--- src/rtl/ponto_fixo_acc_8.sv ---
// Fixed-point block accumulator: sums LEN = 2^LOG2_LEN unsigned Qm.n products, then saturates or truncates (mean instead when PONTO_FIXO_ACC_AVG_EN is defined).
// Latency: result valid the cycle after the LEN-th accepted sample.
// Backpressure: in_ready drops while a result waits in DONE; the result is held until out_ready.
module ponto_fixo_acc_8 #(
    parameter int N        = 8,
    parameter int LOG2_LEN = 2,
    parameter int SATURATE = 1
) (
    input  logic         clk,
    input  logic         rst,
    input  logic         in_valid,
    output logic         in_ready,
    input  logic [N-1:0] in_data,
    input  logic         in_ovf,
    output logic         out_valid,
    input  logic         out_ready,
    output logic [N-1:0] out_data,
    output logic         out_ovf,
    output logic         busy
);

    localparam int W = N + LOG2_LEN;
    localparam logic [LOG2_LEN-1:0] CNT_LAST = '1;

    typedef enum logic [1:0] {IDLE, ACC, DONE} state_t;

    state_t              state;
    logic [W-1:0]        acc;
    logic [W-1:0]        sum;
    logic [LOG2_LEN-1:0] cnt;
    logic                sticky;
    logic                accept;
    logic                ovf_next;
    logic [N-1:0]        res_dat;
    logic                res_ovf;

    assign accept   = in_valid && in_ready;
    assign sum      = acc + {{LOG2_LEN{1'b0}}, in_data};
    assign ovf_next = sticky | in_ovf;

    // Result of the block if the current sample is the last one.
    always_comb begin
        res_dat = sum[N-1:0];
        res_ovf = ovf_next;
`ifdef PONTO_FIXO_ACC_AVG_EN
        res_dat = sum[W-1:LOG2_LEN];
`else
        if (sum[W-1:N] != '0) begin
            res_dat = (SATURATE != 0) ? {N{1'b1}} : sum[N-1:0];
            res_ovf = 1'b1;
        end
`endif
    end

    always_ff @(posedge clk or posedge rst) begin
        if (rst) begin
            state     <= IDLE;
            acc       <= '0;
            cnt       <= '0;
            sticky    <= 1'b0;
            in_ready  <= 1'b1;
            out_valid <= 1'b0;
            out_data  <= '0;
            out_ovf   <= 1'b0;
            busy      <= 1'b0;
        end else begin
            case (state)
                IDLE: begin
                    if (accept) begin
                        acc    <= {{LOG2_LEN{1'b0}}, in_data};
                        sticky <= in_ovf;
                        cnt    <= LOG2_LEN'(1);
                        state  <= ACC;
                        busy   <= 1'b1;
                    end
                end
                ACC: begin
                    if (accept) begin
                        acc    <= sum;
                        sticky <= ovf_next;
                        cnt    <= cnt + LOG2_LEN'(1);
                        if (cnt == CNT_LAST) begin
                            state     <= DONE;
                            in_ready  <= 1'b0;
                            out_valid <= 1'b1;
                            out_data  <= res_dat;
                            out_ovf   <= res_ovf;
                        end
                    end
                end
                DONE: begin
                    if (out_ready) begin
                        state     <= IDLE;
                        acc       <= '0;
                        cnt       <= '0;
                        sticky    <= 1'b0;
                        in_ready  <= 1'b1;
                        out_valid <= 1'b0;
                        out_data  <= '0;
                        out_ovf   <= 1'b0;
                        busy      <= 1'b0;
                    end
                end
                default: begin
                    state <= IDLE;
                end
            endcase
        end
    end

endmodule
--- config.mk ---
export PLATFORM = sky130hd
export DESIGN_NAME = ponto_fixo_acc_8
export DESIGN_NICKNAME = d
export VERILOG_FILES = /design/src/rtl/ponto_fixo_acc_8.sv
export SDC_FILE = /design/constraint.sdc
export NUM_CORES = 1
export LEC_CHECK = 0
export CORE_UTILIZATION = 54
export CTS_CLUSTER_SIZE = 20
export DETAILED_ROUTE_END_ITERATION = 6
export GPL_TIMING_DRIVEN = 1
export HOLD_SLACK_MARGIN = 0.12
export PLACE_DENSITY = 0.79
export SYNTH_ARGS = -nofsm -noshare
export SYNTH_HDL_FRONTEND = slang
export SYNTH_SLANG_ARGS = --single-unit
--- constraint.sdc ---
create_clock -name clk -period 2.7 [get_ports clk]
set_input_delay 0.405 -clock clk [delete_from_list [all_inputs] [get_ports clk]]
set_output_delay 0.405 -clock clk [all_outputs]
set_load 0.02 [all_outputs]
==> flow_results.xml, run 1 <==
<?xml version="1.0" encoding="UTF-8"?>
<metrics>
  <group name="outcome">
    <metric name="run_status" unit="">complete, no violations</metric>
  </group>
  <group name="final_layout">
    <metric name="layout.cells.most_common" unit="">dfrtp_1</metric>
    <metric name="top_library_cells_by_usage_in_the_layout_fill_and_taps_aside" unit="">26 x dfrtp_1, 24 x clkdlybuf4s50_1, 16 x o21ai_0, 15 x nand2_1, 14 x ha_1</metric>
    <metric name="nFillCells" unit="">236</metric>
    <metric name="layout.cells.non_filler" unit="">246</metric>
    <metric name="design.final.nets" unit="">231</metric>
    <metric name="diodes" unit="">0</metric>
    <metric name="drive_above_1_share" unit="%">12.87</metric>
    <metric name="final_design_utilization" unit="%">68.55</metric>
    <metric name="layout-area-overhead-vs-synth" unit="%">20.83</metric>
  </group>
  <group name="floorplanning">
    <metric name="pin_count" unit="">25</metric>
    <metric name="die_width" unit="um">58.40</metric>
    <metric name="start_util" unit="%">56.74</metric>
    <metric name="core-area" unit="sq mm">0.003028</metric>
    <metric name="core.rowCount" unit="">20</metric>
    <metric name="die_height" unit="um">58.40</metric>
    <metric name="die_area" unit="sq mm">0.003411</metric>
  </group>
  <group name="sta">
    <metric name="final.setup_skew" unit="ps">11.49</metric>
    <metric name="post-route-min-period" unit="ps">2339</metric>
    <metric name="finalMaxSlewViolations" unit="">0</metric>
    <metric name="fmax" unit="MHz">427.6</metric>
    <metric name="post-route-period-util" unit="%">86.62</metric>
    <metric name="setup_viol" unit="">0</metric>
    <metric name="tns" unit="ps">0</metric>
    <metric name="max-slew-margin-rel" unit="%">62.49</metric>
    <metric name="worst_slew_pin_slew" unit="ps">562.6</metric>
    <metric name="grt_setup_unrepaired" unit="">false</metric>
    <metric name="timing_hold_violations_final" unit="">0</metric>
  </group>
  <group name="critical_path">
    <metric name="timing.setup.critical_path_class" unit="">in2reg</metric>
    <metric name="startpoint_class" unit="">input port</metric>
    <metric name="crit_fanout" unit="">9</metric>
    <metric name="timing.rr.start" unit="">acc[0]</metric>
    <metric name="critPathArrivalTime" unit="ps">2560</metric>
    <metric name="r2r_end" unit="">out_data[6]</metric>
    <metric name="timing.critical_path.to_type" unit="">flip-flop</metric>
    <metric name="worst_r2r_path_depth" unit="">9</metric>
    <metric name="critPathRequiredTime" unit="ps">2930</metric>
    <metric name="timing.reg2reg.setup_slack" unit="ps">500</metric>
  </group>
  <group name="synth">
    <metric name="syn_inst" unit="">171</metric>
    <metric name="syn-cell-area" unit="sq mm">0.001718</metric>
    <metric name="synthesis.nets" unit="">199</metric>
    <metric name="ys.warnings.count" unit="">0</metric>
    <metric name="seq_area_frac_synth" unit="%">39.40</metric>
    <metric name="ys_ff_latch" unit="">27</metric>
    <metric name="synthDistinctLibCells" unit="">45</metric>
    <metric name="post_synth.cell_area_avg" unit="sq um">10.05</metric>
    <metric name="number_of_enable_type_register_cells_in_the_synthesized_netlist" unit="">0</metric>
    <metric name="async_flop_share" unit="%">100.0</metric>
    <metric name="ys.flop_type" unit="">dfrtp_1</metric>
  </group>
  <group name="power">
    <metric name="clock_power_share" unit="%">27.6</metric>
    <metric name="swShare" unit="%">24.31</metric>
    <metric name="internal_cell_power" unit="mW">0.4965</metric>
    <metric name="irDropWorstVdd" unit="mV">0.1914</metric>
    <metric name="power.share.sequential" unit="%">61.7</metric>
    <metric name="p_sw" unit="mW">0.1595</metric>
    <metric name="combinationalPowerShare" unit="%">10.7</metric>
    <metric name="pd_cells" unit="mW/mm^2">316.0</metric>
    <metric name="p_leak" unit="nW">0.9376</metric>
  </group>
  <group name="cts">
    <metric name="cts_resized" unit="">0</metric>
    <metric name="cts_num_sinks" unit="">27</metric>
    <metric name="cts_setup_buffers" unit="">0</metric>
    <metric name="clock-root-buffer" unit="">clkbuf_4</metric>
    <metric name="quantity_of_hold_fixing_buffers_added_after_cts" unit="">0</metric>
    <metric name="clk_pin_slew_worst_paths" unit="ps">160</metric>
    <metric name="insertion_delay" unit="ps">330</metric>
    <metric name="cts_htree_levels" unit="">1</metric>
    <metric name="clk_path_buf_depth" unit="">2</metric>
    <metric name="cts_buffers" unit="">3</metric>
    <metric name="cts_tree" unit="">built</metric>
  </group>
  <group name="detailed_routing">
    <metric name="drcViolationCount" unit="">0</metric>
    <metric name="routed_wl" unit="mm">3.851</metric>
    <metric name="drt_first_iter_violations" unit="">47</metric>
    <metric name="drt_pre_antenna_iters" unit="">4</metric>
    <metric name="via_per_inst" unit="">5.760</metric>
    <metric name="antenna_left" unit="">0</metric>
    <metric name="drt-wirelength-per-cell" unit="um">15.65</metric>
    <metric name="vias" unit="">1417</metric>
  </group>
  <group name="placement">
    <metric name="port-buffer-count" unit="">24</metric>
    <metric name="place_inst" unit="">242</metric>
    <metric name="globalplace.congestion" unit="">0.8232</metric>
    <metric name="dp.final_hpwl" unit="mm">2.872</metric>
  </group>
  <group name="grt">
    <metric name="number_of_global_route_vias_before_repair" unit="">1506</metric>
    <metric name="wire_length_of_the_first_global_routing_pass" unit="mm">6.617</metric>
    <metric name="groute.layer.met2.usage" unit="%">44.99</metric>
    <metric name="grt_max_degree" unit="">28</metric>
    <metric name="global_route.usage.met1" unit="%">30.64</metric>
    <metric name="layer_with_the_highest_usage" unit="">met2</metric>
    <metric name="global_route_total_usage_across_every_layer" unit="%">25.31</metric>
    <metric name="grt_use_met3" unit="%">3.736</metric>
    <metric name="grt_overflow" unit="">0</metric>
    <metric name="antenna_found_initial" unit="">0</metric>
  </group>
  <group name="job">
    <metric name="cap_viol_max_count" unit="">0</metric>
  </group>
  <group name="worst_hold_path">
    <metric name="hold_class" unit="">in2async</metric>
  </group>
</metrics>
-- synthesized netlist by cell type, drive strengths merged (4+ instances only) --
cell     n  area [sq um]
o21ai   17         88.84
nor2    10         40.04
a21oi   14         73.82
nor2b    5         31.28
ha      14         175.2
inv     10         37.54
nand2   15         56.30
a221o    7         70.07
dfrtp   26         650.6
xnor2    5         62.56
nand2b   7         43.79
a21o     4         31.28
o211ai   4         35.03
-- cell families after synthesis --
family,count (synthesis),share of synthesized area [%]
AO/OA/AOI/OAI,58,25.27
buffers and inverters,14,3.351
XOR/XNOR,8,5.609
flip-flops,27,39.40
multiplexers,3,1.966
adder cells (fa/ha/maj),15,11.36
AND/OR/NAND/NOR,46,13.04
-- power groups by stage --
stage	combinational [mW]	clock (mW)	sequential [mW]
finish	0.0700	0.181	0.405
global route	0.0773	0.199	0.405
CTS	0.0702	0.186	0.405
detailed placement	0.0695	0	0.412
global placement	0.0676	0	0.412
floorplan	0.0385	0	0.412
-- worst max-delay path, stage by stage --
cell and delay (ps):
clkdlybuf4s50_1 490, ha_1 170, inv_1 50, fa_1 370
nand2b_1 190, a21oi_2 170, o41a_4 200, xnor2_4 130
a21boi_4 120, a221o_1 270
-- worst max-delay path by stage --
| stage | startpoint | end | depth (start not counted) |
|---|---|---|---|
| final | in_data[0] | out_data[6] | 10 |
| after global placement | in_data[0] | out_data[0] | 10 |
| after floorplan | in_data[0] | out_data[2] | 9 |
| after global routing | in_data[0] | out_data[3] | 10 |
| after CTS | in_data[0] | out_data[5] | 10 |
| after detailed placement | in_data[0] | out_data[6] | 10 |
-- through the flow --
step                      area [sq um]  hold WS, ps  power (mW)  setup WS, ps
after detailed placement          2046        474.0      0.4815         12.48
after CTS                         2076        419.5      0.6612         360.7
after global routing              2076        445.0      0.6810         258.0
final                             2076        413.5      0.6560         361.2
after global placement            2046        454.8      0.4796         50.30
after floorplan                   1718        442.8      0.4506         546.9
-- area by class of cell --
type	count	area (sq um)	area share [%]
sequential	27	676.9	32.61
clock inverter	1	7.507	0.3617
clock buffer	3	22.52	1.085
tap	44	55.05	2.652
timing repair buffer	31	292.8	14.10
multi-input combinational	130	983.4	47.38
inverter	10	37.54	1.808
-- state kept, by name, summed over array words and instances (netlist names) --
register	count
out_ovf	1
busy	1
acc	10
out_data	8
state	2
sticky	1
out_valid	1
cnt	2
in_ready	1
-- routing by layer --
| metal | part of all wire, % | vias to the layer above |
|---|---|---|
| met1 | 45 | 699 |
| met3 | 3.7 | 11 |
| met4 | 2.2 | 0 |
| met2 | 50 | 30 |
| li1 | - | 677 |
| met5 | 0 | - |
(Power assumes the default switching activity.)
==> inputs of run 2 (changes only) <==
CTS_CLUSTER_DIAMETER = 200   (was not set)
==> results of run 2 <==
No change in the layout: final DEF, timing and power equal those of run 1.
==> inputs of run 3 (changes only) <==
CTS_CLUSTER_DIAMETER = not set   (was 200)
CTS_CLUSTER_SIZE = 28   (was 20)
PLACE_DENSITY = 0.8   (was 0.79)
==> run 3 against run 2 <==
  * Die area stayed put
  * Setup slack worse by 9.0 ps
  * Critical path depth stayed put
  * Global-route usage is 1.3 points lower
  * Sequential share of layout area hardly changed
  * Combinational power hardly changed
  * Total power is 0.74% lower
  * Maximum frequency is 0.38% lower
  * First-iteration DRC count is 30% higher
  * Critical endpoint is now out_data[5]
  * Largest cell class unchanged
==> flow_results.xml, run 3 (synthesized netlist as in run 1, its figures left out) <==
<?xml version="1.0" encoding="UTF-8"?>
<metrics>
  <group name="sta">
    <metric name="final.setup_skew" unit="ps">2.292</metric>
    <metric name="timing_hold_violations_final" unit="">0</metric>
    <metric name="finalMaxSlewViolations" unit="">0</metric>
    <metric name="fmax" unit="MHz">425.9</metric>
    <metric name="grt_setup_unrepaired" unit="">false</metric>
    <metric name="max-slew-margin-rel" unit="%">62.60</metric>
    <metric name="hold_ws" unit="ps">418.2</metric>
    <metric name="post-route-period-util" unit="%">86.95</metric>
    <metric name="final.setup.worst_slack" unit="ps">352.2</metric>
    <metric name="worst_slew_pin_slew" unit="ps">561.0</metric>
    <metric name="tns" unit="ps">0</metric>
    <metric name="setup_viol" unit="">0</metric>
    <metric name="post-route-min-period" unit="ps">2348</metric>
  </group>
  <group name="critical_path">
    <metric name="timing.critical_path.to_type" unit="">flip-flop</metric>
    <metric name="critPathRequiredTime" unit="ps">2930</metric>
    <metric name="critPathArrivalTime" unit="ps">2570</metric>
    <metric name="worst_setup_path_startpoint" unit="">in_data[0]</metric>
    <metric name="startpoint_class" unit="">input port</metric>
    <metric name="crit_fanout" unit="">9</metric>
    <metric name="timing.rr.start" unit="">acc[0]</metric>
    <metric name="timing.setup.critical_path_class" unit="">in2reg</metric>
    <metric name="timing.reg2reg.setup_slack" unit="ps">490</metric>
  </group>
  <group name="grt">
    <metric name="global_route_total_usage_across_every_layer" unit="%">24.04</metric>
    <metric name="number_of_global_route_vias_before_repair" unit="">1451</metric>
    <metric name="antenna_found_initial" unit="">0</metric>
    <metric name="wire_length_of_the_first_global_routing_pass" unit="mm">6.285</metric>
    <metric name="grt_max_degree" unit="">28</metric>
    <metric name="grt_overflow" unit="">0</metric>
  </group>
  <group name="cts">
    <metric name="cts_num_sinks" unit="">27</metric>
    <metric name="insertion_delay" unit="ps">330</metric>
    <metric name="cts_resized" unit="">0</metric>
    <metric name="cts_setup_buffers" unit="">0</metric>
    <metric name="clk_pin_slew_worst_paths" unit="ps">140</metric>
    <metric name="quantity_of_hold_fixing_buffers_added_after_cts" unit="">0</metric>
    <metric name="cts_buffers" unit="">3</metric>
    <metric name="cts_tree" unit="">built</metric>
    <metric name="cts_htree_levels" unit="">1</metric>
    <metric name="clk_path_buf_depth" unit="">2</metric>
    <metric name="clock-root-buffer" unit="">clkbuf_4</metric>
  </group>
  <group name="placement">
    <metric name="dpl_cell_area" unit="sq mm">0.002046</metric>
    <metric name="port-buffer-count" unit="">24</metric>
    <metric name="setup_slack_at_placement" unit="ps">-0.8775</metric>
    <metric name="dp.final_hpwl" unit="mm">2.786</metric>
    <metric name="globalplace.congestion" unit="">0.7934</metric>
  </group>
  <group name="final_layout">
    <metric name="design.final.nets" unit="">231</metric>
    <metric name="biggestRegsByFlops" unit="">acc: 10 flops, out_data: 8 flops</metric>
    <metric name="largest_register_ffs" unit="">10</metric>
    <metric name="nFillCells" unit="">232</metric>
    <metric name="diodes" unit="">0</metric>
    <metric name="largest_register" unit="">acc</metric>
    <metric name="total_area_of_multi_input_combinational_cells" unit="sq um">983.4</metric>
    <metric name="top_library_cells_by_usage_in_the_layout_fill_and_taps_aside" unit="">26 x dfrtp_1, 24 x clkdlybuf4s50_1, 16 x o21ai_0, 15 x nand2_1, 14 x ha_1</metric>
    <metric name="register_area" unit="sq um">676.9</metric>
    <metric name="drive_above_1_share" unit="%">12.87</metric>
    <metric name="layout.cells.most_common" unit="">dfrtp_1</metric>
    <metric name="layout-area-overhead-vs-synth" unit="%">20.68</metric>
    <metric name="final_area" unit="sq mm">0.002073</metric>
  </group>
  <group name="floorplanning">
    <metric name="die_height" unit="um">58.40</metric>
    <metric name="die_width" unit="um">58.40</metric>
    <metric name="pin_count" unit="">25</metric>
    <metric name="core-area" unit="sq mm">0.003028</metric>
    <metric name="die_area" unit="sq mm">0.003411</metric>
    <metric name="core.rowCount" unit="">20</metric>
    <metric name="start_util" unit="%">56.74</metric>
  </group>
  <group name="detailed_routing">
    <metric name="routed-wl-met3" unit="um">114</metric>
    <metric name="drt-wirelength-per-cell" unit="um">15.02</metric>
    <metric name="wl_met2" unit="mm">1.873</metric>
    <metric name="antenna_left" unit="">0</metric>
    <metric name="vias" unit="">1406</metric>
    <metric name="drt_first_iter_violations" unit="">61</metric>
    <metric name="drt_pre_antenna_iters" unit="">5</metric>
    <metric name="wl_met1" unit="mm">1.648</metric>
    <metric name="via_per_inst" unit="">5.715</metric>
    <metric name="drcViolationCount" unit="">0</metric>
    <metric name="top_layer" unit="">met4</metric>
    <metric name="routed_wl" unit="mm">3.696</metric>
  </group>
  <group name="power">
    <metric name="design_power_total" unit="mW">0.6512</metric>
    <metric name="irDropWorstVdd" unit="mV">0.2510</metric>
    <metric name="p_leak" unit="nW">0.9414</metric>
    <metric name="pd_cells" unit="mW/mm^2">314.1</metric>
  </group>
  <group name="worst_hold_path">
    <metric name="hold_class" unit="">in2async</metric>
  </group>
  <group name="job">
    <metric name="cap_viol_max_count" unit="">0</metric>
  </group>
  <group name="outcome">
    <metric name="run_status" unit="">complete, no violations</metric>
  </group>
</metrics>
-- run 3: changes by cell type in the layout (fill, tap and decap cells not counted), sizes merged --
| cell | previous run | this run |
|---|---|---|
| clkinvlp | 1 | 0 |
| clkinv | 0 | 1 |
-- run 3: area by class of cell --
type,instances,area share [%]
clock buffers,3,1.086
repair buffers,31,14.12
flip-flops and latches,27,32.65
clock inverters,1,0.2414
inverters,10,1.810
well taps,44,2.655
multi-input cells,130,47.44
-- run 3: metal layers --
layer	GRT usage (%)	up-vias
met4	8.844	0
met3	3.516	11
met5	0	-
met1	28.47	686
met2	44.01	34
li1	-	675
-- run 3: power by group --
| group | switching (mW) | internal, mW | leakage (nW) |
|---|---|---|---|
| Sequential | 0 | 0.405 | 0.369 |
| Clock | 0.121 | 0.0556 | 0.0177 |
| Combinational | 0.0349 | 0.0351 | 0.555 |
-- run 3: final timing paths --
path,depth (start not counted),to
setup / recovery,10,out_data[5]
hold / removal,3,out_ovf
setup reg to reg,9,out_data[5]
hold reg to reg,1,out_valid
max in group asynchronous,3,in_ready
min in group clk,1,out_valid
-- run 3: through the flow --
stage,cells,util (%)
after CTS,246,68.47
final,246,68.47
after detailed placement,242,67.56
after global placement,242,67.56
after floorplan,171,-
after global routing,246,68.47
-- run 3: worst max-delay path: stages --
cell and delay, ps:
clkdlybuf4s50_1 490, ha_1 180, inv_1 60, fa_1 370, nand2b_1 180, a21oi_2 160, o41a_4 200, xnor2_4 130
a21boi_4 120, a221o_1 280
